$ cat src/rtl/mem_access_unit_pkg.sv
// Shared definitions for the MEM-stage load/store unit: access size
// encodings, MIPS address-error exception codes, FSM states and small
// helpers for alignment and size classification.
package mem_access_unit_pkg;

  // Access size encodings carried on req_size (3 behaves like a word)
  localparam logic [1:0] SZ_BYTE = 2'd0;
  localparam logic [1:0] SZ_HALF = 2'd1;
  localparam logic [1:0] SZ_WORD = 2'd2;

  // MIPS address-error exception codes
  localparam logic [4:0] EXC_ADEL = 5'd4;
  localparam logic [4:0] EXC_ADES = 5'd5;

  // Load/store unit control states
  typedef enum logic {
    ST_IDLE   = 1'b0,
    ST_RMW_WR = 1'b1
  } state_e;

  // True when the access size is a byte or halfword
  function automatic logic isSubword(input logic [1:0] size);
    return (size == SZ_BYTE) || (size == SZ_HALF);
  endfunction

  // True when the low address bits violate the natural alignment of size
  function automatic logic isMisaligned(input logic [1:0] size,
                                        input logic [1:0] addrLow);
    logic bad;
    bad = 1'b0;
    case (size)
      SZ_BYTE: bad = 1'b0;
      SZ_HALF: bad = addrLow[0];
      default: bad = (addrLow != 2'b00);
    endcase
    return bad;
  endfunction

endpackage

$ cat src/rtl/mem_access_unit_if.sv
// Bus interfaces around the load/store unit: the pipeline side (EX/MEM
// request in, MEM/WB result and exception out) and the data-memory side.

// Pipeline-facing request/result/exception bundle
interface mem_access_unit_if #(
  parameter int RD_W = 5
);
  logic            req_valid;
  logic            req_ready;
  logic            req_we;
  logic [1:0]      req_size;
  logic            req_unsigned;
  logic [31:0]     req_addr;
  logic [31:0]     req_wdata;
  logic [RD_W-1:0] req_rd;
  logic            wb_valid;
  logic [31:0]     wb_data;
  logic [RD_W-1:0] wb_rd;
  logic            exc_valid;
  logic [4:0]      exc_code;
  logic [31:0]     exc_badvaddr;

  // Pipeline view: issues requests, consumes results
  modport master (
    output req_valid, req_we, req_size, req_unsigned, req_addr, req_wdata, req_rd,
    input  req_ready, wb_valid, wb_data, wb_rd, exc_valid, exc_code, exc_badvaddr
  );

  // Load/store unit view: serves requests, produces results
  modport slave (
    input  req_valid, req_we, req_size, req_unsigned, req_addr, req_wdata, req_rd,
    output req_ready, wb_valid, wb_data, wb_rd, exc_valid, exc_code, exc_badvaddr
  );
endinterface

// Data-memory port: word index, write word/enable, combinational read word
interface mem_dm_if #(
  parameter int DM_AW = 10
);
  logic [DM_AW-1:0] dm_addr;
  logic [31:0]      dm_din;
  logic             dm_we;
  logic [31:0]      dm_dout;

  // Load/store unit view: drives the memory
  modport master (
    output dm_addr, dm_din, dm_we,
    input  dm_dout
  );

  // Memory view
  modport slave (
    input  dm_addr, dm_din, dm_we,
    output dm_dout
  );
endinterface

$ cat src/rtl/mem_access_unit_lane_align.sv
// Combinational lane logic for the load/store unit. The store half merges
// a right-aligned byte/half into the old memory word at the addressed lane;
// the load half pulls the addressed lane out of the read word and sign- or
// zero-extends it. Little-endian: byte lane = addr[1:0], half lane = addr[1].
module mem_lane_align
  import mem_access_unit_pkg::*;
(
  input  logic [31:0] oldWord_i,
  input  logic [31:0] storeData_i,
  input  logic [1:0]  size_i,
  input  logic [1:0]  lane_i,
  input  logic        loadUnsigned_i,
  output logic [31:0] mergedWord_o,
  output logic [31:0] loadData_o
);

  logic [7:0]  laneByte;
  logic [15:0] laneHalf;
  logic        signBit;

  // Store merge: replace only the addressed lane of the old word
  always_comb begin
    mergedWord_o = oldWord_i;
    case (size_i)
      SZ_BYTE: begin
        case (lane_i)
          2'd0:    mergedWord_o[7:0]   = storeData_i[7:0];
          2'd1:    mergedWord_o[15:8]  = storeData_i[7:0];
          2'd2:    mergedWord_o[23:16] = storeData_i[7:0];
          default: mergedWord_o[31:24] = storeData_i[7:0];
        endcase
      end
      SZ_HALF: begin
        if (lane_i[1]) begin
          mergedWord_o[31:16] = storeData_i[15:0];
        end else begin
          mergedWord_o[15:0] = storeData_i[15:0];
        end
      end
      default: mergedWord_o = storeData_i;
    endcase
  end

  // Load extract: select the lane, then extend to 32 bits
  always_comb begin
    laneByte   = 8'h00;
    laneHalf   = 16'h0000;
    signBit    = 1'b0;
    loadData_o = oldWord_i;
    case (lane_i)
      2'd0:    laneByte = oldWord_i[7:0];
      2'd1:    laneByte = oldWord_i[15:8];
      2'd2:    laneByte = oldWord_i[23:16];
      default: laneByte = oldWord_i[31:24];
    endcase
    laneHalf = lane_i[1] ? oldWord_i[31:16] : oldWord_i[15:0];
    case (size_i)
      SZ_BYTE: begin
        signBit    = laneByte[7] & ~loadUnsigned_i;
        loadData_o = {{24{signBit}}, laneByte};
      end
      SZ_HALF: begin
        signBit    = laneHalf[15] & ~loadUnsigned_i;
        loadData_o = {{16{signBit}}, laneHalf};
      end
      default: loadData_o = oldWord_i;
    endcase
  end

endmodule

$ cat src/rtl/mem_access_unit.sv
// MEM-stage load/store unit in front of a word-addressed data memory with
// combinational read and posedge write. Word stores write in the accept
// cycle; byte/half stores read the old word, merge, and write it back in a
// second cycle (RMW_WR) during which new requests are held off. Loads are
// extracted/extended and registered into the MEM/WB result. Misaligned
// accesses are swallowed and reported as AdEL/AdES one cycle later.
module mem_access_unit
  import mem_access_unit_pkg::*;
#(
  parameter int DM_AW = 10,
  parameter int RD_W  = 5
) (
  input  logic     clk,
  input  logic     rst_n,
  mem_access_unit_if.slave pipe,
  mem_dm_if.master         dm
);

  state_e state_q, state_d;

  logic [DM_AW-1:0] rmwAddr_q, rmwAddr_d;
  logic [31:0]      rmwWord_q, rmwWord_d;

  logic             wbValid_q, wbValid_d;
  logic [31:0]      wbData_q, wbData_d;
  logic [RD_W-1:0]  wbRd_q, wbRd_d;

  logic             excValid_q, excValid_d;
  logic [4:0]       excCode_q, excCode_d;
  logic [31:0]      excBad_q, excBad_d;

  logic [DM_AW-1:0] reqIndex;
  logic             misaligned;
  logic [31:0]      mergedWord;
  logic [31:0]      loadData;

  logic             reqReady;
  logic [DM_AW-1:0] dmAddr;
  logic [31:0]      dmDin;
  logic             dmWe;

  assign reqIndex   = pipe.req_addr[DM_AW+1:2];
  assign misaligned = isMisaligned(pipe.req_size, pipe.req_addr[1:0]);

  mem_lane_align u_lane_align (
    .oldWord_i      (dm.dm_dout),
    .storeData_i    (pipe.req_wdata),
    .size_i         (pipe.req_size),
    .lane_i         (pipe.req_addr[1:0]),
    .loadUnsigned_i (pipe.req_unsigned),
    .mergedWord_o   (mergedWord),
    .loadData_o     (loadData)
  );

  // Next-state, memory drive and result capture for the accept/RMW flow
  always_comb begin
    state_d    = state_q;
    rmwAddr_d  = rmwAddr_q;
    rmwWord_d  = rmwWord_q;
    wbValid_d  = 1'b0;
    wbData_d   = wbData_q;
    wbRd_d     = wbRd_q;
    excValid_d = 1'b0;
    excCode_d  = excCode_q;
    excBad_d   = excBad_q;
    reqReady   = 1'b0;
    dmAddr     = reqIndex;
    dmDin      = pipe.req_wdata;
    dmWe       = 1'b0;
    case (state_q)
      ST_IDLE: begin
        reqReady = 1'b1;
        if (pipe.req_valid) begin
          if (misaligned) begin
            excValid_d = 1'b1;
            excCode_d  = pipe.req_we ? EXC_ADES : EXC_ADEL;
            excBad_d   = pipe.req_addr;
          end else if (pipe.req_we) begin
            if (isSubword(pipe.req_size)) begin
              rmwAddr_d = reqIndex;
              rmwWord_d = mergedWord;
              state_d   = ST_RMW_WR;
            end else begin
              dmWe = 1'b1;
            end
          end else begin
            wbValid_d = 1'b1;
            wbData_d  = loadData;
            wbRd_d    = pipe.req_rd;
          end
        end
      end
      ST_RMW_WR: begin
        dmAddr  = rmwAddr_q;
        dmDin   = rmwWord_q;
        dmWe    = 1'b1;
        state_d = ST_IDLE;
      end
      default: state_d = ST_IDLE;
    endcase
  end

  // State, RMW latch and MEM/WB/exception registers with synchronous reset
  always_ff @(posedge clk) begin
    if (!rst_n) begin
      state_q    <= ST_IDLE;
      rmwAddr_q  <= '0;
      rmwWord_q  <= '0;
      wbValid_q  <= 1'b0;
      wbData_q   <= '0;
      wbRd_q     <= '0;
      excValid_q <= 1'b0;
      excCode_q  <= '0;
      excBad_q   <= '0;
    end else begin
      state_q    <= state_d;
      rmwAddr_q  <= rmwAddr_d;
      rmwWord_q  <= rmwWord_d;
      wbValid_q  <= wbValid_d;
      wbData_q   <= wbData_d;
      wbRd_q     <= wbRd_d;
      excValid_q <= excValid_d;
      excCode_q  <= excCode_d;
      excBad_q   <= excBad_d;
    end
  end

  // Memory writes are suppressed outright while reset is asserted, which is
  // what abandons an in-flight RMW write-back
  assign dm.dm_addr = dmAddr;
  assign dm.dm_din  = dmDin;
  assign dm.dm_we   = dmWe & rst_n;

  assign pipe.req_ready    = reqReady;
  assign pipe.wb_valid     = wbValid_q;
  assign pipe.wb_data      = wbData_q;
  assign pipe.wb_rd        = wbRd_q;
  assign pipe.exc_valid    = excValid_q;
  assign pipe.exc_code     = excCode_q;
  assign pipe.exc_badvaddr = excBad_q;

endmodule

$ cat src/flat_wrapper.sv
// flat-port wrapper written by rule: the top's interface ports become plain ports
module mem_access_unit_flat import mem_access_unit_pkg::*;
#(
  parameter int DM_AW = 10,
  parameter int RD_W  = 5
)
  (clk, rst_n, pipe_req_valid, pipe_req_we, pipe_req_size, pipe_req_unsigned, pipe_req_addr, pipe_req_wdata, pipe_req_rd, pipe_req_ready, pipe_wb_valid, pipe_wb_data, pipe_wb_rd, pipe_exc_valid, pipe_exc_code, pipe_exc_badvaddr, dm_dm_addr, dm_dm_din, dm_dm_we, dm_dm_dout);
  mem_access_unit_if #(.RD_W(RD_W)) pipe_i ();
  mem_dm_if #(.DM_AW(DM_AW)) dm_i ();
  input  logic clk;
  input  logic rst_n;
  input wire logic [$bits(pipe_i.req_valid)-1:0] pipe_req_valid;
  input wire logic [$bits(pipe_i.req_we)-1:0] pipe_req_we;
  input wire logic [$bits(pipe_i.req_size)-1:0] pipe_req_size;
  input wire logic [$bits(pipe_i.req_unsigned)-1:0] pipe_req_unsigned;
  input wire logic [$bits(pipe_i.req_addr)-1:0] pipe_req_addr;
  input wire logic [$bits(pipe_i.req_wdata)-1:0] pipe_req_wdata;
  input wire logic [$bits(pipe_i.req_rd)-1:0] pipe_req_rd;
  output wire logic [$bits(pipe_i.req_ready)-1:0] pipe_req_ready;
  output wire logic [$bits(pipe_i.wb_valid)-1:0] pipe_wb_valid;
  output wire logic [$bits(pipe_i.wb_data)-1:0] pipe_wb_data;
  output wire logic [$bits(pipe_i.wb_rd)-1:0] pipe_wb_rd;
  output wire logic [$bits(pipe_i.exc_valid)-1:0] pipe_exc_valid;
  output wire logic [$bits(pipe_i.exc_code)-1:0] pipe_exc_code;
  output wire logic [$bits(pipe_i.exc_badvaddr)-1:0] pipe_exc_badvaddr;
  output wire logic [$bits(dm_i.dm_addr)-1:0] dm_dm_addr;
  output wire logic [$bits(dm_i.dm_din)-1:0] dm_dm_din;
  output wire logic [$bits(dm_i.dm_we)-1:0] dm_dm_we;
  input wire logic [$bits(dm_i.dm_dout)-1:0] dm_dm_dout;
  assign pipe_i.req_valid = pipe_req_valid;
  assign pipe_i.req_we = pipe_req_we;
  assign pipe_i.req_size = pipe_req_size;
  assign pipe_i.req_unsigned = pipe_req_unsigned;
  assign pipe_i.req_addr = pipe_req_addr;
  assign pipe_i.req_wdata = pipe_req_wdata;
  assign pipe_i.req_rd = pipe_req_rd;
  assign pipe_req_ready = pipe_i.req_ready;
  assign pipe_wb_valid = pipe_i.wb_valid;
  assign pipe_wb_data = pipe_i.wb_data;
  assign pipe_wb_rd = pipe_i.wb_rd;
  assign pipe_exc_valid = pipe_i.exc_valid;
  assign pipe_exc_code = pipe_i.exc_code;
  assign pipe_exc_badvaddr = pipe_i.exc_badvaddr;
  assign dm_dm_addr = dm_i.dm_addr;
  assign dm_dm_din = dm_i.dm_din;
  assign dm_dm_we = dm_i.dm_we;
  assign dm_i.dm_dout = dm_dm_dout;
  mem_access_unit #(.DM_AW(DM_AW), .RD_W(RD_W)) u_core (.clk(clk), .rst_n(rst_n), .pipe(pipe_i), .dm(dm_i));
endmodule
$ cat config.mk
export PLATFORM = sky130hd
export DESIGN_NAME = mem_access_unit_flat
export DESIGN_NICKNAME = d
export VERILOG_FILES = /design/src/rtl/mem_access_unit_pkg.sv /design/src/rtl/mem_access_unit_if.sv /design/src/rtl/mem_access_unit_lane_align.sv /design/src/rtl/mem_access_unit.sv /design/src/flat_wrapper.sv
export SDC_FILE = /design/constraint.sdc
export NUM_CORES = 1
export LEC_CHECK = 0
export BUFFER_PORTS_ARGS = -buffer_cell sky130_fd_sc_hd__buf_2
export CAP_MARGIN = 5
export CORE_ASPECT_RATIO = 1.5
export CORE_MARGIN = 8
export CORE_UTILIZATION = 44
export DETAILED_ROUTE_END_ITERATION = 7
export PLACE_DENSITY = 0.88
export SETUP_SLACK_MARGIN = 0.15
export SLEW_MARGIN = 20
export SYNTH_ARGS = -nofsm -noshare
export SYNTH_HDL_FRONTEND = slang
export SYNTH_SLANG_ARGS = --single-unit
$ cat constraint.sdc
create_clock -name clk -period 1.7 [get_ports clk]
set_input_delay 0.255 -clock clk [delete_from_list [all_inputs] [get_ports clk]]
set_output_delay 0.255 -clock clk [all_outputs]
set_load 0.01 [all_outputs]
==> results.md <==
- The primary flip-flop cell chosen by synthesis mapping is sky130_fd_sc_hd__dfxtp_1.
- For this run, the number of Yosys warnings is 0.
- Before antenna repair, the detailed router went through 6 iterations.
- The number of placed I/O pins is 228.
- STA puts the critical path data arrival time at 1550 ps.
- After detailed routing, the number of remaining DRC violations is 0.
- The type of destination of the critical path is an output port.
- The worst setup path is launched from a register.
- Setup repair after global routing could not meet its margin everywhere.
- The area of the die is 16600 sq um.
- The count of H-tree levels built during CTS is 4.
- On the worst path, the slowest cell contributes a delay of 360 ps.
- The run finished, with violations left.
- The number of nets in the final layout is 1038.
- The number of clock sinks seen by CTS is 116.
- In the final layout, the share of cells above drive strength 1 is 50.9%.
- The initial antenna violation count is 1.
- From synthesis to final layout, the design area changed by 64.4%.
- The critical path goes through buf_12 > clkbuf_16 > mux2_4 > buf_6.
- The region available for standard cell placement spans 12400 sq um.
- The depth of the most critical reg-to-reg path is 6.
- Counting flops with a built-in enable in the synthesized netlist gives 0.
- Max-cap violations in this run came to 0.
- Global routing consumed, over all layers together, 27.6% of the routing resources.
- The largest individual stage delay along the critical path comes from the cell sky130_fd_sc_hd__dfxtp_4.
- With fillers left out, the area of the finished cells amounts to 9170 sq um.
- The kind of path behind the tightest hold check is input pin to register.
- The worst path in the final design needs a cycle of 1800 ps, including I/O delays and setup.
- Setup violations remaining at the end of the flow were counted as 95.
- At the worst endpoint, the required time is 1440 ps.
- The wire length per cell is 23.8 um.
- The library cells used most frequently in the layout, excluding fill and tap cells, are sky130_fd_sc_hd__buf_2 (187), sky130_fd_sc_hd__nand2_1 (158), sky130_fd_sc_hd__dfxtp_1 (115).
- The clock insertion delay at the later pin of the skew report is 420 ps.
- In this run the critical register-to-register path is captured at u_core.pipe.wb_data[13]$_SDFFE_PN0P_.
- The max-slew violation total from the final report is 0.
- The critical-path maximum fanout is 7.
- The checks that failed: setup timing.
- Along the worst hold path, the cell count comes to 3.
- The post-synthesis cell count is 674.
- The most frequent standard cell in the layout excluding fill and tap cells is sky130_fd_sc_hd__buf_2.
- In this run the static leakage power is 3.93 nW.
- At the end of routability-driven placement, the weighted congestion stood at 0.935.
- The timing-limited maximum frequency is 0.554 GHz.
- The placed wire-length estimate is 14.9 mm.
- The mapped netlist covers 5580 sq um.
- The synthesized netlist contains 45 unique library cells.
- The classification of the worst setup path is register to output port.
- The launching point of the worst reg2reg path is u_core.state_q$_SDFF_PP0_.
- The clock skew is 7.14 ps.
- The via count of the first global-routing pass is 6578.
- The number of hold violations in the final report was 0.
- After detailed routing, the number of vias per cell comes to 6.13.
- The kind of cell adding the most delay to the critical path is buffers and inverters.
- The share of async-settable or async-resettable flops after synthesis is 0%.
- The worst register-to-register path has a setup slack of -70 ps.
- The design draws 0.00841 W.
- For this block, the routed nets add up to 26.2 mm of wire.
- Sequential cells were found to cover 41.6% of the synthesized design area.
- The clock transition time at the flip-flop clock pins of the worst setup and hold paths is 50 ps.
- Synthesis inferred 116 register bits.
- Clock tree synthesis inserted a total of 17 buffers.
- The worst-case setup margin in the final layout is -104 ps.
- The power density normalized to cell area is 918 nW/um^2.
- Port buffering added 224 buffers.
- The placed cell area is 7020 sq um.
- The clock passes through at most 2 buffers.
- The count of vias placed by the detailed router is 6748.
- The first-iteration detailed-routing DRC count is 706.
- The starting density of the core is 44.8%.
- VDD sags by at most 0.582 mV.
- In this run the tightest slew margin relative to its limit is 18.4%.
- The wire length of the first global-routing pass is 36.0 mm.
- The total buffers and inverters traversed by the critical path is 3.
- The CTS tree is done.
- Each instance of the synthesized netlist takes up on average 8.28 sq um.
- The floorplan has 50 rows.
- The worst hold path startpoint is pipe_req_addr[25].
- Entering global routing, the biggest net connects 50 pins.
- The transition at the pin with the smallest max-transition slack is 1220 ps.
- The root buffer cell chosen for the clock tree is sky130_fd_sc_hd__clkbuf_16.
- The floorplan step set the die height to 154 um.
- The floorplan step set the die width to 108 um.
- In this run the remaining antenna-violating nets after routing total 0.
- In the finished design, the share of the clock period the worst path needs comes to 106%.
- Summed over all layers, the global routing overflow is 0.
- The worst hold path terminates at u_core.pipe.exc_badvaddr[25]$_SDFFE_PN0P_.
-- kinds of logic after synthesis --
| logic type | Yosys count | share of synthesized area [%] |
|---|---|---|
| AND/OR/NAND/NOR | 229 | 18.1 |
| AO/OA/AOI/OAI | 195 | 22.6 |
| flip-flops | 116 | 41.6 |
| buffers and inverters | 73 | 5.81 |
| multiplexers | 60 | 11.8 |
| other | 1 | 0.0672 |
-- layer usage --
metal | wire length, um | GRT usage, % | up-vias
li1 | - | - | 2898
met1 | 9020 | 29.7 | 3162
met2 | 12800 | 45.1 | 528
met3 | 2570 | 7.70 | 160
met4 | 1830 | 19.8 | 0
met5 | 0 | 0 | -
-- worst max path at each step --
| stage | startpoint | endpoint | slack (ps) | cells after the start |
|---|---|---|---|---|
| after CTS | u_core.state_q$_SDFF_PP0_ | dm_dm_addr[3] | -120 | 4 |
| after global placement | pipe_req_size[0] | u_core.rmwWord_q[25]$_SDFFE_PN0P_ | 40 | 6 |
| after floorplan | u_core.state_q$_SDFF_PP0_ | u_core.pipe.wb_data[10]$_SDFFE_PN0P_ | 120 | 4 |
| after detailed placement | pipe_req_addr[1] | u_core.pipe.wb_data[20]$_SDFFE_PN0P_ | -30 | 5 |
| final | u_core.state_q$_SDFF_PP0_ | dm_dm_din[0] | -100 | 4 |
| after global routing | u_core.state_q$_SDFF_PP0_ | u_core.rmwWord_q[18]$_SDFFE_PN0P_ | -130 | 8 |
-- metrics by stage --
stage	hold WS (ps)	setup slack (ps)	util, %	setup TNS, ps	instances
after floorplan	389	121	-	0	676
after global placement	438	38.3	56.4	0	1030
after detailed placement	443	-27.2	56.4	-176	1030
after CTS	74.5	-116	68.9	-2940	1083
after global routing	72.7	-134	73.7	-10000	1100
final	74.6	-104	73.7	-4800	1100
-- cell usage after synthesis, drive strengths merged, types with 7 or more instances --
cell type | count | area (sq um)
a211oi | 8 | 60.1
a21oi | 92 | 468
a2bb2oi | 15 | 131
a311oi | 8 | 70.1
a31oi | 7 | 43.8
buf | 34 | 178
clkbuf | 27 | 101
dfxtp | 116 | 2320
inv | 12 | 45.0
mux2 | 48 | 541
mux2i | 12 | 120
nand2 | 166 | 623
nand3 | 9 | 45.0
nor2 | 30 | 115
nor4bb | 7 | 70.1
o21ai | 37 | 185
o221ai | 17 | 149
-- worst reg2reg max path: cells and delay by family, from the launching register on --
family                 cells  cell delay [ps]
DFF                        1              350
buffers and inverters      2              250
and+or+nand+nor            1              380
AOI/OAI and AO/OA          3              710
-- layout make-up --
cell class                 instances  area, sq um
fill                             798         3280
antenna                            1         2.50
clock inverter                     9          150
clock buffer                      23          478
tap                              156          195
sequential                       116         2330
inverter                          12         47.5
timing repair buffer             295         2420
multi-input combinational        488         3550
-- state kept, by name, summed over array words and instances (netlist names) --
signal	count
u_core.state_q	1
u_core.pipe.exc_valid	1
u_core.pipe.wb_data	32
u_core.pipe.wb_valid	1
u_core.pipe.exc_code	2
u_core.pipe.wb_rd	5
u_core.rmwAddr_q	10
u_core.rmwWord_q	32
u_core.pipe.exc_badvaddr	32
-- what timing repair did --
action / CTS / global route
hold endpoints to repair: 0 / 0
gates cloned: 10 / 10
setup buffers: 11 / 6
hold buffers: 0 / 0
endpoints found under the setup margin: 101 / 157
resized for setup: 157 / 71
pin swaps: 59 / 23
-- power by group --
group	total (W)	switching (W)	internal, W
registers	0.00293	0.0000830	0.00285
logic	0.00164	0.000886	0.000757
clock network	0.00384	0.00128	0.00256
total	0.00841	0.00225	0.00617
Note: power is estimated with default switching activity, not from simulation.
